$ cat src/rtl/frogger_player_fsm.sv
// Frog controller: grid position, lives, score and PLAY/DYING/SCORED/OVER round state.
// Define LOG_DRIFT_EN to make a frog riding a log drift one cell left every DRIFT_TICKS clocks.
module frogger_player_fsm #(
    parameter int unsigned GRID_W        = 20,
    parameter int unsigned GRID_H        = 15,
    parameter int unsigned START_X       = 10,
    parameter int unsigned START_Y       = 14,
    parameter int unsigned LIVES         = 3,
    parameter int unsigned SCORE_W       = 7,
    parameter int unsigned RESPAWN_TICKS = 25000000,
    parameter int unsigned DRIFT_TICKS   = 39000000,
    parameter int unsigned TILE_HOME     = 4,
    parameter int unsigned TILE_WATER    = 2
) (
    input  logic               i_Clk,
    input  logic               i_Reset,
    input  logic               i_Up_Mvt,
    input  logic               i_Down_Mvt,
    input  logic               i_Left_Mvt,
    input  logic               i_Right_Mvt,
    input  logic               i_Collided,
    input  logic [3:0]         i_Tile,
    input  logic               i_On_Log,
    output logic [5:0]         o_Frogger_X,
    output logic [5:0]         o_Frogger_Y,
    output logic [SCORE_W-1:0] o_Score,
    output logic [2:0]         o_Lives,
    output logic [1:0]         o_State,
    output logic               o_Game_Over
);

    localparam int unsigned RESP_W = (RESPAWN_TICKS > 1) ? $clog2(RESPAWN_TICKS) : 1;

    typedef enum logic [1:0] {
        PLAY   = 2'b00,
        DYING  = 2'b01,
        SCORED = 2'b10,
        OVER   = 2'b11
    } state_t;

    state_t              state_q;
    logic [5:0]          x_q;
    logic [5:0]          y_q;
    logic [SCORE_W-1:0]  score_q;
    logic [2:0]          lives_q;
    logic                game_over_q;
    logic [RESP_W-1:0]   resp_q;
    logic                up_q;
    logic                down_q;
    logic                left_q;
    logic                right_q;

    logic                up_edge_c;
    logic                down_edge_c;
    logic                left_edge_c;
    logic                right_edge_c;
    logic                hazard_c;
    logic                kill_c;
    logic                score_c;
    logic [5:0]          x_mv_c;
    logic [5:0]          y_mv_c;
    logic [5:0]          x_play_c;

    assign up_edge_c    = i_Up_Mvt    & ~up_q;
    assign down_edge_c  = i_Down_Mvt  & ~down_q;
    assign left_edge_c  = i_Left_Mvt  & ~left_q;
    assign right_edge_c = i_Right_Mvt & ~right_q;

    // Death outranks scoring; reaching the home row without a home slot is also fatal.
    assign hazard_c = i_Collided | ((i_Tile == 4'(TILE_WATER)) & ~i_On_Log);
    assign kill_c   = hazard_c | ((y_q == 6'd0) & (i_Tile != 4'(TILE_HOME)));
    assign score_c  = ~hazard_c & (y_q == 6'd0) & (i_Tile == 4'(TILE_HOME));

    // Highest-priority rising edge selects the move; a blocked move is simply dropped.
    always_comb begin
        x_mv_c = x_q;
        y_mv_c = y_q;
        if (up_edge_c) begin
            if (y_q != 6'd0) y_mv_c = y_q - 6'd1;
        end else if (down_edge_c) begin
            if (y_q != 6'(GRID_H - 1)) y_mv_c = y_q + 6'd1;
        end else if (left_edge_c) begin
            if (x_q != 6'd0) x_mv_c = x_q - 6'd1;
        end else if (right_edge_c) begin
            if (x_q != 6'(GRID_W - 1)) x_mv_c = x_q + 6'd1;
        end
    end

`ifdef LOG_DRIFT_EN
    localparam int unsigned DRIFT_W = (DRIFT_TICKS > 1) ? $clog2(DRIFT_TICKS) : 1;

    logic [DRIFT_W-1:0] drift_q;
    logic               lr_move_c;
    logic               drift_step_c;

    assign lr_move_c    = ~up_edge_c & ~down_edge_c & (left_edge_c | right_edge_c);
    assign drift_step_c = i_On_Log & ~lr_move_c & (drift_q == DRIFT_W'(DRIFT_TICKS - 1));

    always_comb begin
        x_play_c = x_mv_c;
        if (drift_step_c) begin
            x_play_c = (x_q == 6'd0) ? 6'(GRID_W - 1) : x_q - 6'd1;
        end
    end

    // Drift counter only runs while the frog is alive, in play and riding a log.
    always_ff @(posedge i_Clk) begin
        if (i_Reset) begin
            drift_q <= '0;
        end else if ((state_q != PLAY) || !i_On_Log || kill_c || score_c ||
                     lr_move_c || drift_step_c) begin
            drift_q <= '0;
        end else begin
            drift_q <= drift_q + DRIFT_W'(1);
        end
    end
`else
    logic [31:0] unused_drift_c;

    assign unused_drift_c = 32'(DRIFT_TICKS);
    assign x_play_c       = x_mv_c;
`endif

    always_ff @(posedge i_Clk) begin
        if (i_Reset) begin
            state_q     <= PLAY;
            x_q         <= 6'(START_X);
            y_q         <= 6'(START_Y);
            score_q     <= '0;
            lives_q     <= 3'(LIVES);
            game_over_q <= 1'b0;
            resp_q      <= '0;
            up_q        <= 1'b0;
            down_q      <= 1'b0;
            left_q      <= 1'b0;
            right_q     <= 1'b0;
        end else begin
            // Edge history tracks buttons in every state so a held button never re-fires.
            up_q    <= i_Up_Mvt;
            down_q  <= i_Down_Mvt;
            left_q  <= i_Left_Mvt;
            right_q <= i_Right_Mvt;

            case (state_q)
                PLAY: begin
                    if (kill_c) begin
                        resp_q <= '0;
                        if (lives_q > 3'd1) begin
                            lives_q <= lives_q - 3'd1;
                            state_q <= DYING;
                        end else begin
                            lives_q     <= 3'd0;
                            state_q     <= OVER;
                            game_over_q <= 1'b1;
                        end
                    end else if (score_c) begin
                        if (score_q != {SCORE_W{1'b1}}) score_q <= score_q + SCORE_W'(1);
                        state_q <= SCORED;
                    end else begin
                        x_q <= x_play_c;
                        y_q <= y_mv_c;
                    end
                end
                DYING: begin
                    if (resp_q == RESP_W'(RESPAWN_TICKS - 1)) begin
                        resp_q  <= '0;
                        x_q     <= 6'(START_X);
                        y_q     <= 6'(START_Y);
                        state_q <= PLAY;
                    end else begin
                        resp_q <= resp_q + RESP_W'(1);
                    end
                end
                SCORED: begin
                    x_q     <= 6'(START_X);
                    y_q     <= 6'(START_Y);
                    state_q <= PLAY;
                end
                OVER: begin
                    game_over_q <= 1'b1;
                end
            endcase
        end
    end

    assign o_Frogger_X = x_q;
    assign o_Frogger_Y = y_q;
    assign o_Score     = score_q;
    assign o_Lives     = lives_q;
    assign o_State     = state_q;
    assign o_Game_Over = game_over_q;

endmodule
$ cat config.mk
export PLATFORM = sky130hd
export DESIGN_NAME = frogger_player_fsm
export DESIGN_NICKNAME = d
export VERILOG_FILES = /design/src/rtl/frogger_player_fsm.sv
export SDC_FILE = /design/constraint.sdc
export NUM_CORES = 1
export LEC_CHECK = 0
export ABC_AREA = 1
export ABC_CLOCK_PERIOD_IN_PS = 1800
export BUFFER_PORTS_ARGS = -buffer_cell sky130_fd_sc_hd__clkbuf_2
export CAP_MARGIN = 0
export CORE_MARGIN = 2
export CORE_UTILIZATION = 40
export DETAILED_ROUTE_END_ITERATION = 8
export HOLD_SLACK_MARGIN = 0.1
export MAX_ROUTING_LAYER = met4
export RECOVER_POWER = 25
export SETUP_SLACK_MARGIN = 0.4
export SYNTH_ARGS = -nofsm -noshare
export SYNTH_HDL_FRONTEND = slang
export SYNTH_SLANG_ARGS = --single-unit
$ cat constraint.sdc
create_clock -name i_Clk -period 1.8 [get_ports i_Clk]
set_clock_uncertainty 0.2 [all_clocks]
set_input_delay 0 -clock i_Clk [delete_from_list [all_inputs] [get_ports i_Clk]]
set_output_delay 0 -clock i_Clk [all_outputs]
set_load 0.01 [all_outputs]
Yosys cells after proc, flatten, opt, wreduce, memory -nomap -nowiden
Index checks and enable logic that the tools add are counted.
{"block": "word_totals", "output_inout_bits": 25, "wordCells": 104, "regBits": 54, "in_bits": 12}
{"block": "op_classes", "n_lt_le_gt_ge": 1, "muxes": 30, "reduce_logical": 14, "bitwise_logic": 17, "add_sub_neg": 7, "n_eq_ne": 24}
{"op": "6-bit 2-to-1 mux", "count": 16}
{"op": "25-bit 2-to-1 mux", "count": 2}
{"op": "25-bit case mux with 2 select lines", "count": 1}
{"op": "6-bit case mux with 3 select lines", "count": 2}
{"op": "25-bit by 1-bit adder with 25-bit output, second input constant", "count": 1}
{"op": "25-bit == test, second input constant", "count": 1}
{"op": "3-bit != test, second input constant", "count": 7}
{"op": "2-bit != test, second input constant", "count": 7}
{"op": "6-bit by 1-bit adder with 6-bit output, second input constant", "count": 2}
{"op": "6-bit nonzero test", "count": 2}
{"op": "6-bit by 1-bit subtractor with 6-bit output, second input constant", "count": 2}
{"op": "9-bit AND reduction", "count": 1}
{"op": "1-bit bitwise AND", "count": 8}
{"op": "2-bit 2-to-1 mux", "count": 4}
{"op": "7-bit by 1-bit adder with 7-bit output, second input constant", "count": 1}
{"op": "7-bit != test, second input constant", "count": 1}
{"op": "1-bit inverter", "count": 7}
{"op": "7-bit AND reduction", "count": 1}
{"op": "6-bit zero test", "count": 1}
{"op": "6-bit by 4-bit != test with 1-bit output, second input constant", "count": 1}
{"op": "6-bit by 5-bit != test with 1-bit output, second input constant", "count": 1}
{"op": "2-bit case mux with 3 select lines", "count": 1}
{"op": "3-bit AND reduction", "count": 2}
{"op": "2-bit == test, second input constant", "count": 2}
{"op": "other kinds (15)", "count": 19}

Longest topological paths before layout
{"block": "depth", "depth_word": 9, "depth_mapped": 13, "ltp_nobuf": 13}

Worst setup path before layout
OpenSTA, ideal clock, no wires.
{"block": "synth_timing", "path_type": "register to register", "start": "register y_q[0] (netlist: o_Frogger_Y[0])", "end": "register y_q[4] (netlist: o_Frogger_Y[4])", "stages_incl_launch_ff": 8, "path_buffers": 0, "required_time_ps": 1468, "setup_time_ps": 132, "arrival_ps": 1509, "setup_slack_ps": -41, "period_less_slack_ps": 1841, "cell_sequence": "dfxtp_1 inv_1 fa_1 o21ai_0 xnor2_1 nor2_1 nand3_1 a21oi_1"}
{"block": "synth_between", "elab_chain_len": 7, "word_cells_on_any_way": 21, "classes_between": "add/sub (2); eq/ne (5); mux (7); bitwise (4); reduce/logical (3)"}
{"item": "from (decl)", "line_no": "43", "source": "logic [5:0] y_q;"}
{"item": "from (signal assigned)", "line_no": "128", "source": "y_q <= 6'(START_Y);"}
{"item": "from (signal assigned)", "line_no": "161", "source": "y_q <= y_mv_c;"}
{"item": "from (signal assigned)", "line_no": "168", "source": "y_q <= 6'(START_Y);"}
{"item": "6-bit by 1-bit adder with 6-bit output", "line_no": "81", "source": "if (y_q != 6'(GRID_H - 1)) y_mv_c = y_q + 6'd1;"}
{"item": "6-bit 2-to-1 mux", "line_no": "81"}
{"item": "6-bit 2-to-1 mux", "line_no": "80", "source": "end else if (down_edge_c) begin"}
{"item": "6-bit 2-to-1 mux", "line_no": "78", "source": "if (up_edge_c) begin"}
{"item": "6-bit 2-to-1 mux", "line_no": "156", "source": "end else if (score_c) begin"}
{"item": "6-bit 2-to-1 mux", "line_no": "146", "source": "if (kill_c) begin"}
{"item": "6-bit case mux with 3 select lines", "line_no": "144", "source": "case (state_q)"}
Several ways; a longest one is shown, not always the timed one. The select of a mux whose other input is x is not followed.
A chain may end at the register's enable or synchronous reset.

Final worst setup path
{"block": "layout_timing", "start": "register x_q[1] (netlist: o_Frogger_X[1])", "end": "register x_q[4] (netlist: o_Frogger_X[4])"}
{"block": "layout_between", "elab_chain_len": 9, "word_cells_on_any_way": 16, "classes_between": "add/sub (2); eq/ne (3); mux (9); reduce/logical (2)"}
{"item": "from (decl)", "line_no": "42", "source": "logic [5:0] x_q;"}
{"item": "from (signal assigned)", "line_no": "127", "source": "x_q <= 6'(START_X);"}
{"item": "from (signal assigned)", "line_no": "160", "source": "x_q <= x_play_c;"}
{"item": "from (signal assigned)", "line_no": "167", "source": "x_q <= 6'(START_X);"}
{"item": "6-bit by 1-bit adder with 6-bit output", "line_no": "85", "source": "if (x_q != 6'(GRID_W - 1)) x_mv_c = x_q + 6'd1;"}
{"item": "6-bit 2-to-1 mux", "line_no": "85"}
{"item": "6-bit 2-to-1 mux", "line_no": "84", "source": "end else if (right_edge_c) begin"}
{"item": "6-bit 2-to-1 mux", "line_no": "82", "source": "end else if (left_edge_c) begin"}
{"item": "6-bit 2-to-1 mux", "line_no": "80"}
{"item": "6-bit 2-to-1 mux", "line_no": "78"}
{"item": "6-bit 2-to-1 mux", "line_no": "156"}
{"item": "6-bit 2-to-1 mux", "line_no": "146"}
{"item": "6-bit case mux with 3 select lines", "line_no": "144"}
Several ways; a longest one is shown, not always the timed one. The select of a mux whose other input is x is not followed.

==> out/results.tsv <==
stage	metric	value	unit
pwr	Power Total	6.866	mW
global_route	gr usage total	22.26	%
final_layout	fraction of layout cells with a size suffix above 1	42.45	%
clock_network	worst-skew pair later-pin latency	0.31	ns
worst_setup_path	Top delay family on crit path	flip-flops	
worst_setup_path	R2R Setup Slk	-0.01	ns
sta	worst hold slack	-0.04410	ns
clock_network	CTS tree	done	
die	Initial Utilization	40.81	%
yosys	simple-gate share of the synthesized area	40.53	%
worst_hold_path	hold depth	6	
final_layout	P&R area growth vs syn	55.90	%
yosys	Netlist cell types	32	
placement	Detailed Place HPWL	6856	um
placement	routability cong.	0.8684	
die	Die X	97.64	um
final_layout	final cell count without fillers	777	
global_route	antenna violations before repair	0	
sta	Final min period	1.810	ns
worst_setup_path	Reg-to-Reg End	o_Frogger_X[4]$_SDFFE_PP0P_	
routing	Antenna Nets Post-Route	0	
sta	RSZ-0062 raised after global routing	true	
sta	Final WS setup	-0.01046	ns
final_layout	commonest cells after routing, fill and taps aside	nand2_1 (134), inv_1 (61), nor2_1 (51)	
routing	DRT met1 WL	4459	um
die	Die H	97.64	um
global_route	first-pass GRT wire length	17290	um
worst_hold_path	Hold Path Class	input pin to flip-flop	
sta	Slew HR	67.09	%
die	total die area	9533	um^2
worst_hold_path	Hold Crit Start	i_Collided	
clock_network	clock sinks	54	
worst_setup_path	crit path DAT	1.80	ns
worst_setup_path	Critical Path Source Type	flip-flop	
final_layout	Layout fillers	753	
pwr	P_sw	3.011	mW
run_status	outcome	finished with violations	
clock_network	CTS buffer count	5	
sta	fin. max-slew vios	0	
yosys	syn nets	582	
routing	wire per inst	13.20	um
die	Core ar.	8593	um^2
die	boundary pin count	37	
yosys	Synth Instances	553	
placement	placed cells	716	
final_layout	most common cell after layout, fill and taps aside	nand2_1	
yosys	Synth Flop Type	dfxtp_1	
sta	Finish-stage setup viols	2	
pwr	PwrDens	1256	nW/um^2
yosys	Yosys reg bits	54	
pwr	combinational power share	65.3	%
routing	Via density	5.006	
global_route	largest net degree at the start of global routing	31	
job	max cap viols	0	
placement	placed inst area	4279	um^2
routing	drt initial violations	133	
worst_setup_path	CP max stage cell	dfxtp_1	
worst_setup_path	crit path buf inv count	1	
worst_setup_path	reg2reg start	o_Frogger_X[1]$_SDFFE_PP1P_	
clock_network	Max Root-Sink Buffers	2	
sta	worst-margin pin slew	0.4891	ns
yosys	mapped cell area	3507	um^2
global_route	number of global-route vias before repair	3778	
pwr	Leak Pwr	2.412	nW
yosys	Post-synth EDFFs	0	
pwr	Clock power frac	10.1	%
final_layout	antenna cells	0	
yosys	fraction of registers with async set/reset	0	%
routing	routed wl met3	274	um
clock_network	Clock Pin Slew Worst Setup and Hold Paths	0.10	ns
yosys	post-synthesis mux area share	0	%
yosys	register area share after synthesis	30.82	%
global_route	GRT overflow	0	
sta	fmax	552.3	MHz
die	num rows	34	
pwr	sequential share of power	24.6	%
yosys	mean post-synth cell area	6.342	um^2
routing	Initial DRT Pass Iterations	4	
sta	setup tns final	-0.01412	ns
routing	DRC Markers	0	
pwr	internal power	3.855	mW
pwr	maximum VDD drop	0.0006689	V
worst_setup_path	r2r worst-path depth	7	
worst_setup_path	CP peak stage delay	0.50	ns
sta	final hold vios	1	
yosys	synthesized-area fraction occupied by adder cells	6.493	%
yosys	combinational family with the most area after synthesis	simple AND/OR/NAND/NOR gates	
worst_setup_path	Worst Setup Path Type	flip-flop to flip-flop	
run_status	failing checks	negative hold slack, negative setup slack	
clock_network	H-tree Lvls	2	
worst_setup_path	critical-path cell list	inv_1, fa_2, o21ai_2, xnor2_1, nor2_1, nand3_1, a21oi_1	
sta	period utilization	100.6	%
routing	via count	3890	
clock_network	CTS Hold Bufs	9	
routing	met2 WL	5347	um
yosys	post-synthesis xor/xnor area fraction	2.747	%
worst_setup_path	crit end category	flip-flop	
yosys	Yosys warnings	0	
final_layout	design area	5468	um^2
yosys	Compound-Gate Fraction of Synth Area	8.384	%
worst_setup_path	worst-path maximum fanout	5	
routing	final wirelength	10250	um
placement	I/O Buffers	36	
pwr	Switching Fraction	43.85	%
worst_setup_path	CP Data Required Time	1.79	ns
final_layout	nets	697	
clock_network	root buf cell	clkbuf_8	
worst_hold_path	Hold EP	o_Score[6]$_SDFFE_PP0P_	
routing	max layer used	met4	
==> sequential cells by signal, summed over array words and instances (netlist names) <==
name         count
down_q           1
resp_q          25
o_Frogger_Y      6
o_Game_Over      1
o_Score          7
right_q          1
o_Frogger_X      6
o_Lives          3
o_State          2
up_q             1
left_q           1
==> per-stage QoR <==
step | util, % | worst slack, ns
5_1_grt | 63.63 | -0.1281
3_5_place_dp | 49.80 | -0.1001
2_1_floorplan | - | 0.1460
6_report | 63.63 | -0.01046
3_3_place_gp | 49.80 | -0.06553
4_1_cts | 59.80 | 0.03968
==> cells in the mapped netlist, drive strengths merged, types with 3 or more instances <==
| master | instances | area share (%) |
|---|---|---|
| nor3 | 13 | 2.6 |
| xnor2 | 6 | 1.5 |
| nor4 | 3 | 0.54 |
| nand2 | 176 | 19 |
| o21ai | 7 | 1.0 |
| inv | 82 | 8.8 |
| ha | 15 | 5.4 |
| nand4 | 10 | 1.8 |
| xor2 | 5 | 1.2 |
| nand3b | 6 | 1.3 |
| dfxtp | 54 | 31 |
| buf | 6 | 1.4 |
| a21oi | 42 | 6.3 |
| nand3 | 48 | 7.0 |
| nor2 | 68 | 7.8 |
| clkbuf | 5 | 0.82 |
==> final cells by class <==
class | count | area (um^2) | area share (%)
Timing Repair Buffer | 119 | 1051 | 19.22
Clock inverter | 2 | 8.758 | 0.1602
Tap cell | 108 | 135.1 | 2.471
Sequential cell | 54 | 1144 | 20.92
Clock buffer | 6 | 72.57 | 1.327
Inverter | 82 | 337.8 | 6.178
Multi-Input combinational cell | 406 | 2719 | 49.73
==> cells by family (layout without fill, tap and decap cells) <==
| group | count (synthesis) | count (layout) |
|---|---|---|
| flops | 54 | 54 |
| fa+ha+maj | 17 | 17 |
| buf+inv | 93 | 209 |
| xor+xnor | 11 | 11 |
| compound gates | 54 | 54 |
| simple gates | 324 | 324 |
==> worst max path at each step <==
stage / start / endpoint / slack [ns] / cells after the start
finish: o_Frogger_X[1]$_SDFFE_PP1P_ / o_Frogger_X[4]$_SDFFE_PP0P_ / -0.01 / 7
global route: up_q$_SDFF_PP0_ / o_Frogger_Y[3]$_SDFFE_PP1P_ / -0.13 / 10
CTS: up_q$_SDFF_PP0_ / o_Frogger_Y[5]$_SDFFE_PP0P_ / 0.04 / 13
detailed placement: resp_q[7]$_SDFFE_PP0P_ / resp_q[18]$_SDFFE_PP0P_ / -0.10 / 9
global placement: resp_q[7]$_SDFFE_PP0P_ / resp_q[18]$_SDFFE_PP0P_ / -0.07 / 9
floorplan: resp_q[1]$_SDFFE_PP0P_ / o_Frogger_Y[0]$_SDFFE_PP0P_ / 0.15 / 10
==> timing repair <==
action / 4_1_cts / 5_1_grt
setup buffers: 29 / 10
gates cloned: 5 / 0
resized for setup: 86 / 72
endpoints found under the setup margin: 50 / 50
pin swaps: 49 / 54
endpoints found under the hold margin: 41 / 24
==> worst min-delay path, stage by stage <==
cell and delay, ns:
clkbuf_2 0.08, inv_1 0.04, nand2_1 0.13, nor4_4 0.06, nand2_1 0.05, a21oi_1 0.05
==> power groups by stage <==
stage / registers, mW / logic [mW] / clock network (mW)
6_report: 1.69 / 4.48 / 0.693
4_1_cts: 1.68 / 4.08 / 0.710
5_1_grt: 1.72 / 4.86 / 0.744
2_1_floorplan: 1.72 / 2.01 / 0
3_3_place_gp: 1.69 / 2.83 / 0
3_5_place_dp: 1.70 / 2.86 / 0
==> metal layers <==
metal | global-route usage (%) | vias to the layer above
met5 | - | -
met4 | 6.090 | 0
met3 | 2.734 | 14
met2 | 39.05 | 62
met1 | 27.01 | 1825
li1 | - | 1989
Note: power is estimated with default switching activity, not from simulation.
